<file path="src/rtl/portal_msg_assembler.sv">
// Turns a portal word stream (header word followed by payload words) into one
// wide message. Oversize messages are dropped whole and counted in err_count.
module portal_msg_assembler #(
    parameter int MAX_WORDS = 8
) (
    input  logic                   CLK,
    input  logic                   nRST,
    input  logic                   in_enq__ENA,
    input  logic [31:0]            in_enq_v,
    input  logic [15:0]            in_enq_length,
    output logic                   in_enq__RDY,
    output logic                   msg__ENA,
    output logic [7:0]             msg_method,
    output logic [3:0]             msg_count,
    output logic [32*MAX_WORDS-1:0] msg_data,
    input  logic                   msg__RDY,
    output logic [7:0]             err_count
);

    typedef enum logic [1:0] {IDLE, COLLECT, DISCARD, EMIT} state_t;

    localparam logic [15:0] MAX_COUNT = 16'(MAX_WORDS);

    state_t      state;
    logic [3:0]  idx;
    logic [15:0] discard_cnt;
    logic        word_acc;
    logic        msg_xfer;
    logic [15:0] hdr_count;
    logic        unused_length;

    assign word_acc      = in_enq__ENA & in_enq__RDY;
    assign msg_xfer      = msg__ENA & msg__RDY;
    assign hdr_count     = in_enq_v[15:0];
    assign unused_length = ^in_enq_length;

    // RDY and ENA are registered and toggled together on entry to and exit
    // from EMIT, so neither depends on the current cycle's handshake inputs.
    always_ff @(posedge CLK) begin
        if (!nRST) begin
            state       <= IDLE;
            idx         <= 4'd0;
            discard_cnt <= 16'd0;
            msg_method  <= 8'd0;
            msg_count   <= 4'd0;
            msg_data    <= '0;
            msg__ENA    <= 1'b0;
            in_enq__RDY <= 1'b1;
            err_count   <= 8'd0;
        end else begin
            case (state)
                IDLE: begin
                    if (word_acc) begin
                        if (hdr_count == 16'd0) begin
                            msg_method  <= in_enq_v[31:24];
                            msg_count   <= 4'd0;
                            msg_data    <= '0;
                            msg__ENA    <= 1'b1;
                            in_enq__RDY <= 1'b0;
                            state       <= EMIT;
                        end else if (hdr_count <= MAX_COUNT) begin
                            msg_method <= in_enq_v[31:24];
                            msg_count  <= hdr_count[3:0];
                            msg_data   <= '0;
                            idx        <= 4'd0;
                            state      <= COLLECT;
                        end else begin
                            discard_cnt <= hdr_count;
                            state       <= DISCARD;
                        end
                    end
                end
                COLLECT: begin
                    if (word_acc) begin
                        for (int i = 0; i < MAX_WORDS; i++) begin
                            if (idx == 4'(i)) begin
                                msg_data[32*i +: 32] <= in_enq_v;
                            end
                        end
                        idx <= idx + 4'd1;
                        if (idx == msg_count - 4'd1) begin
                            msg__ENA    <= 1'b1;
                            in_enq__RDY <= 1'b0;
                            state       <= EMIT;
                        end
                    end
                end
                DISCARD: begin
                    if (word_acc) begin
                        discard_cnt <= discard_cnt - 16'd1;
                        if (discard_cnt == 16'd1) begin
                            state <= IDLE;
                            if (err_count != 8'hFF) begin
                                err_count <= err_count + 8'd1;
                            end
                        end
                    end
                end
                EMIT: begin
                    if (msg_xfer) begin
                        msg__ENA    <= 1'b0;
                        in_enq__RDY <= 1'b1;
                        state       <= IDLE;
                    end
                end
                default: state <= IDLE;
            endcase
        end
    end

endmodule

</file>
<file path="config.mk">
export PLATFORM = sky130hd
export DESIGN_NAME = portal_msg_assembler
export DESIGN_NICKNAME = d
export VERILOG_FILES = /design/src/rtl/portal_msg_assembler.sv
export SDC_FILE = /design/constraint.sdc
export NUM_CORES = 1
export LEC_CHECK = 0
export CORE_MARGIN = 5
export CORE_UTILIZATION = 40
export CTS_CLUSTER_SIZE = 40
export DETAILED_ROUTE_END_ITERATION = 10
export GPL_ROUTABILITY_DRIVEN = 0
export PLACE_DENSITY = 0.7
export SLEW_MARGIN = 40
export SYNTH_ARGS = -nofsm -noshare
export SYNTH_HDL_FRONTEND = slang
export SYNTH_SLANG_ARGS = --single-unit
</file>
<file path="constraint.sdc">
create_clock -name CLK -period 2.5 [get_ports CLK]
set_input_delay 0.625 -clock CLK [delete_from_list [all_inputs] [get_ports CLK]]
set_output_delay 0.625 -clock CLK [all_outputs]
set_load 0.03 [all_outputs]
</file>
==> reports/metrics.yaml <==
logic_synthesis:
  synthMostInstantiatedCell: "nand2_1"
  postSynth.asyncResetShare_pct: 0
  yosysTopAreaCellShare_pct: 54.3
  synth_edf_count: 0
  synth_top_cell_by_area: "dfxtp_1"
  syn_area_per_cell_um2: 8.83
  syn_inst: 1253
  synth-seq-cells: 300
  synth_nets: 1313
  synth_flop_cell: "dfxtp_1"
  ys_warn_count: 0
  synthTopCellsByArea: "dfxtp_1 54%, o22ai_1 11%, nand2_1 11%"
  synth_top_cells_by_count: "313 x nand2_1, 300 x dfxtp_1, 193 x o22ai_1, 75 x nand3_1, 70 x clkbuf_1"
  synthesis.area_um2: 11100
  synth_cell_types: 62
  ys_seq_area_share_pct: 54.3
grt:
  overflow: 0
  grt_max_degree: 140
  grt_pass1_wl_mm: 59.9
  antenna_found_initial: 0
  grt_pass1_vias: 10300
  grt.total_usage_pct: 23.8
power_and_ir_drop:
  combinationalPowerShare_pct: 5.1
  swShare_pct: 21.6
  p_clk_share_pct: 48.2
  leakagePower_nw: 5.39
  powerDensity_nw_per_um2: 646
  p_int_mw: 8.14
  vdd_ir_drop_max_mv: 0.567
  p_sw_mw: 2.24
  sequentialPowerShare_pct: 46.7
floorplan:
  die_w_um: 176
  die_h_um: 176
  num_io_pins: 330
  core_um2: 27100
  num_rows: 60
  start_util_pct: 40.8
  dieArea_um2: 31100
timing:
  slew_violations: 0
  fin_worst_skew_ns: 0.00669
  min_period_ns: 2.34
  fin_setup_tns_ns: 0
  slew_headroom_pct: 52.6
  rsz0062_at_grt: "false"
  worstMarginPinSlew_ns: 0.711
  hold_violations: 0
  max_freq_ghz: 0.427
  setup_viol: 0
  fin_crit_sh_pct: 93.7
clock_network:
  cts_buffers: 31
  cts_max_level: 1
  cts_tree: "done"
  cts_resized: 0
  postCtsSetupRepairBufs: 0
  cts_hold_buffers: 0
  clk-insertion-delay-late_ns: 0.55
  cts.clk_slew.worst_paths_ns: 0.06
  clk_path_buf_depth: 3
  cts_sinks: 300
  cts.root.buffer_cell: "clkbuf_16"
flow_run:
  drv_cap: 0
worst_setup_path:
  required_ns: 1.88
  r2r_cells: 7
  cpPeakStageDelay_ns: 0.74
  worstPathMaxFanout: 5
  cp_cell_sequence: "clkdlybuf4s50_1"
  reg2reg_from: "discard_cnt[0]"
  critical-path-top-delay-family: "buffers and inverters"
  crit_path_start_kind: "flop"
  cp_num_buf_inv: 1
  worstPathArrival_ns: 1.72
  cp-end-kind: "primary output"
  slowest_stage: "clkdlybuf4s50_1"
  timing.rr.end: "discard_cnt[12]"
  worstSetupPathType: "flop to primary output"
  worstSetupStartpoint: "msg_count[0]"
  rrSetupSlack_ns: 0.29
route:
  first_pass_iters: 5
  remaining_drc_errors: 0
  wire_per_inst_um: 19.9
  viasPerCell: 5.44
  first_iter_violations: 785
  routed_wl_mm: 39.0
  postRouteAntennaNets: 0
  vias: 10700
cells_and_area:
  postLayoutCellArea_um2: 16100
  layout-drive-gt1-share_pct: 9.01
  syn2layout_area_growth_pct: 45.2
  nFillCells: 2355
  antennaDiodeCount: 0
  final_nets: 1622
  multi_input_area_um2: 4620
  final-seq-area_um2: 6010
place:
  hpwl_mm: 27.2
  postPlaceCellArea_um2: 14900
  portBuffers: 313
worst_hold_path:
  hold_depth: 2
  hp-start: "nRST"
  hold_class: "primary input to flop"
  min_to: "state[0]"
status:
  outcome: "completed"
## per-layer routing
layer  GRT usage (%)  vias to the layer above  routed length (um)
met5               0                        -                   0
met4            7.06                        0                1270
met3            6.87                       70                3550
met2            36.6                      394               17300
met1            32.6                     5103               16900
li1                -                     5088                   -
## stage by stage
step                      utilization (%)  power [mW]  setup slack (ns)  hold slack, ns  std cells
after detailed placement             55.1        5.48            -0.337           0.447       1901
after CTS                            59.3        10.5             0.134           0.380       1959
after global routing                 59.3        10.7            0.0921           0.404       1959
final                                59.3        10.4             0.157           0.412       1959
after global placement               55.1        5.47            -0.278           0.441       1901
after floorplan                         -        5.25             0.264           0.459       1253
## logic make-up (layout without fill, tap and decap cells)
logic type / after synthesis / count (layout) / share of synthesized area, %
AND/OR/NAND/NOR: 457 / 457 / 17.9
AO/OA/AOI/OAI: 329 / 329 / 18.4
flip-flops: 300 / 300 / 54.3
buffers and inverters: 117 / 451 / 4.86
multiplexers: 33 / 33 / 2.98
XOR/XNOR: 9 / 9 / 0.712
adder cells (fa/ha/maj): 8 / 8 / 0.904
## final cells by class
cell class / count / share of cell area, %
sequential: 300 / 37.4
multi-input combinational: 836 / 28.7
timing repair buffer: 379 / 23.6
clock buffer: 47 / 5.89
tap: 372 / 2.90
clock inverter: 11 / 1.16
inverter: 14 / 0.327
## power groups by stage
stage	clock network, mW	logic, mW	registers (mW)
final	5.00	0.531	4.85
after global routing	5.30	0.573	4.85
after global placement	0	0.517	4.95
after CTS	5.09	0.526	4.85
after floorplan	0	0.298	4.95
after detailed placement	0	0.522	4.95
## cell usage in the layout, fill, tap and decap left out, types with 4 or more instances in the layout
cell	instances
clkbuf_16	31
clkinv_2	4
nor2_1	16
clkbuf_8	11
bufinv_16	5
a21oi_4	6
a211oi_1	4
ha_1	8
o22ai_1	193
buf_12	13
o21ai_0	47
xnor2_1	5
clkdlybuf4s50_1	312
nand2_1	313
a31oi_1	5
or3_1	7
nor4_1	6
a21oi_1	35
mux2i_1	33
nor3_1	9
xor2_1	4
nand2b_1	5
buf_4	53
inv_1	13
or4_1	5
dfxtp_1	300
o31ai_1	8
nand3_1	75
o32ai_1	4
o211ai_1	4
clkbuf_1	5
## sequential cells by signal (all words and copies together), names as in the netlist
name,cells
discard_cnt,16
err_count,8
idx,4
in_enq__RDY,1
msg__ENA,1
msg_count,4
msg_data,256
msg_method,8
state,2
## worst max path at each step
stage / end / slack (ns) / depth (start not counted)
floorplan: msg_data[100] / 0.26 / 6
global placement: msg_data[54] / -0.28 / 9
detailed placement: msg_data[40] / -0.34 / 9
CTS: msg_count[0] / 0.13 / 1
global route: msg_count[0] / 0.09 / 1
finish: msg_count[0] / 0.16 / 1
(Power assumes the default switching activity.)
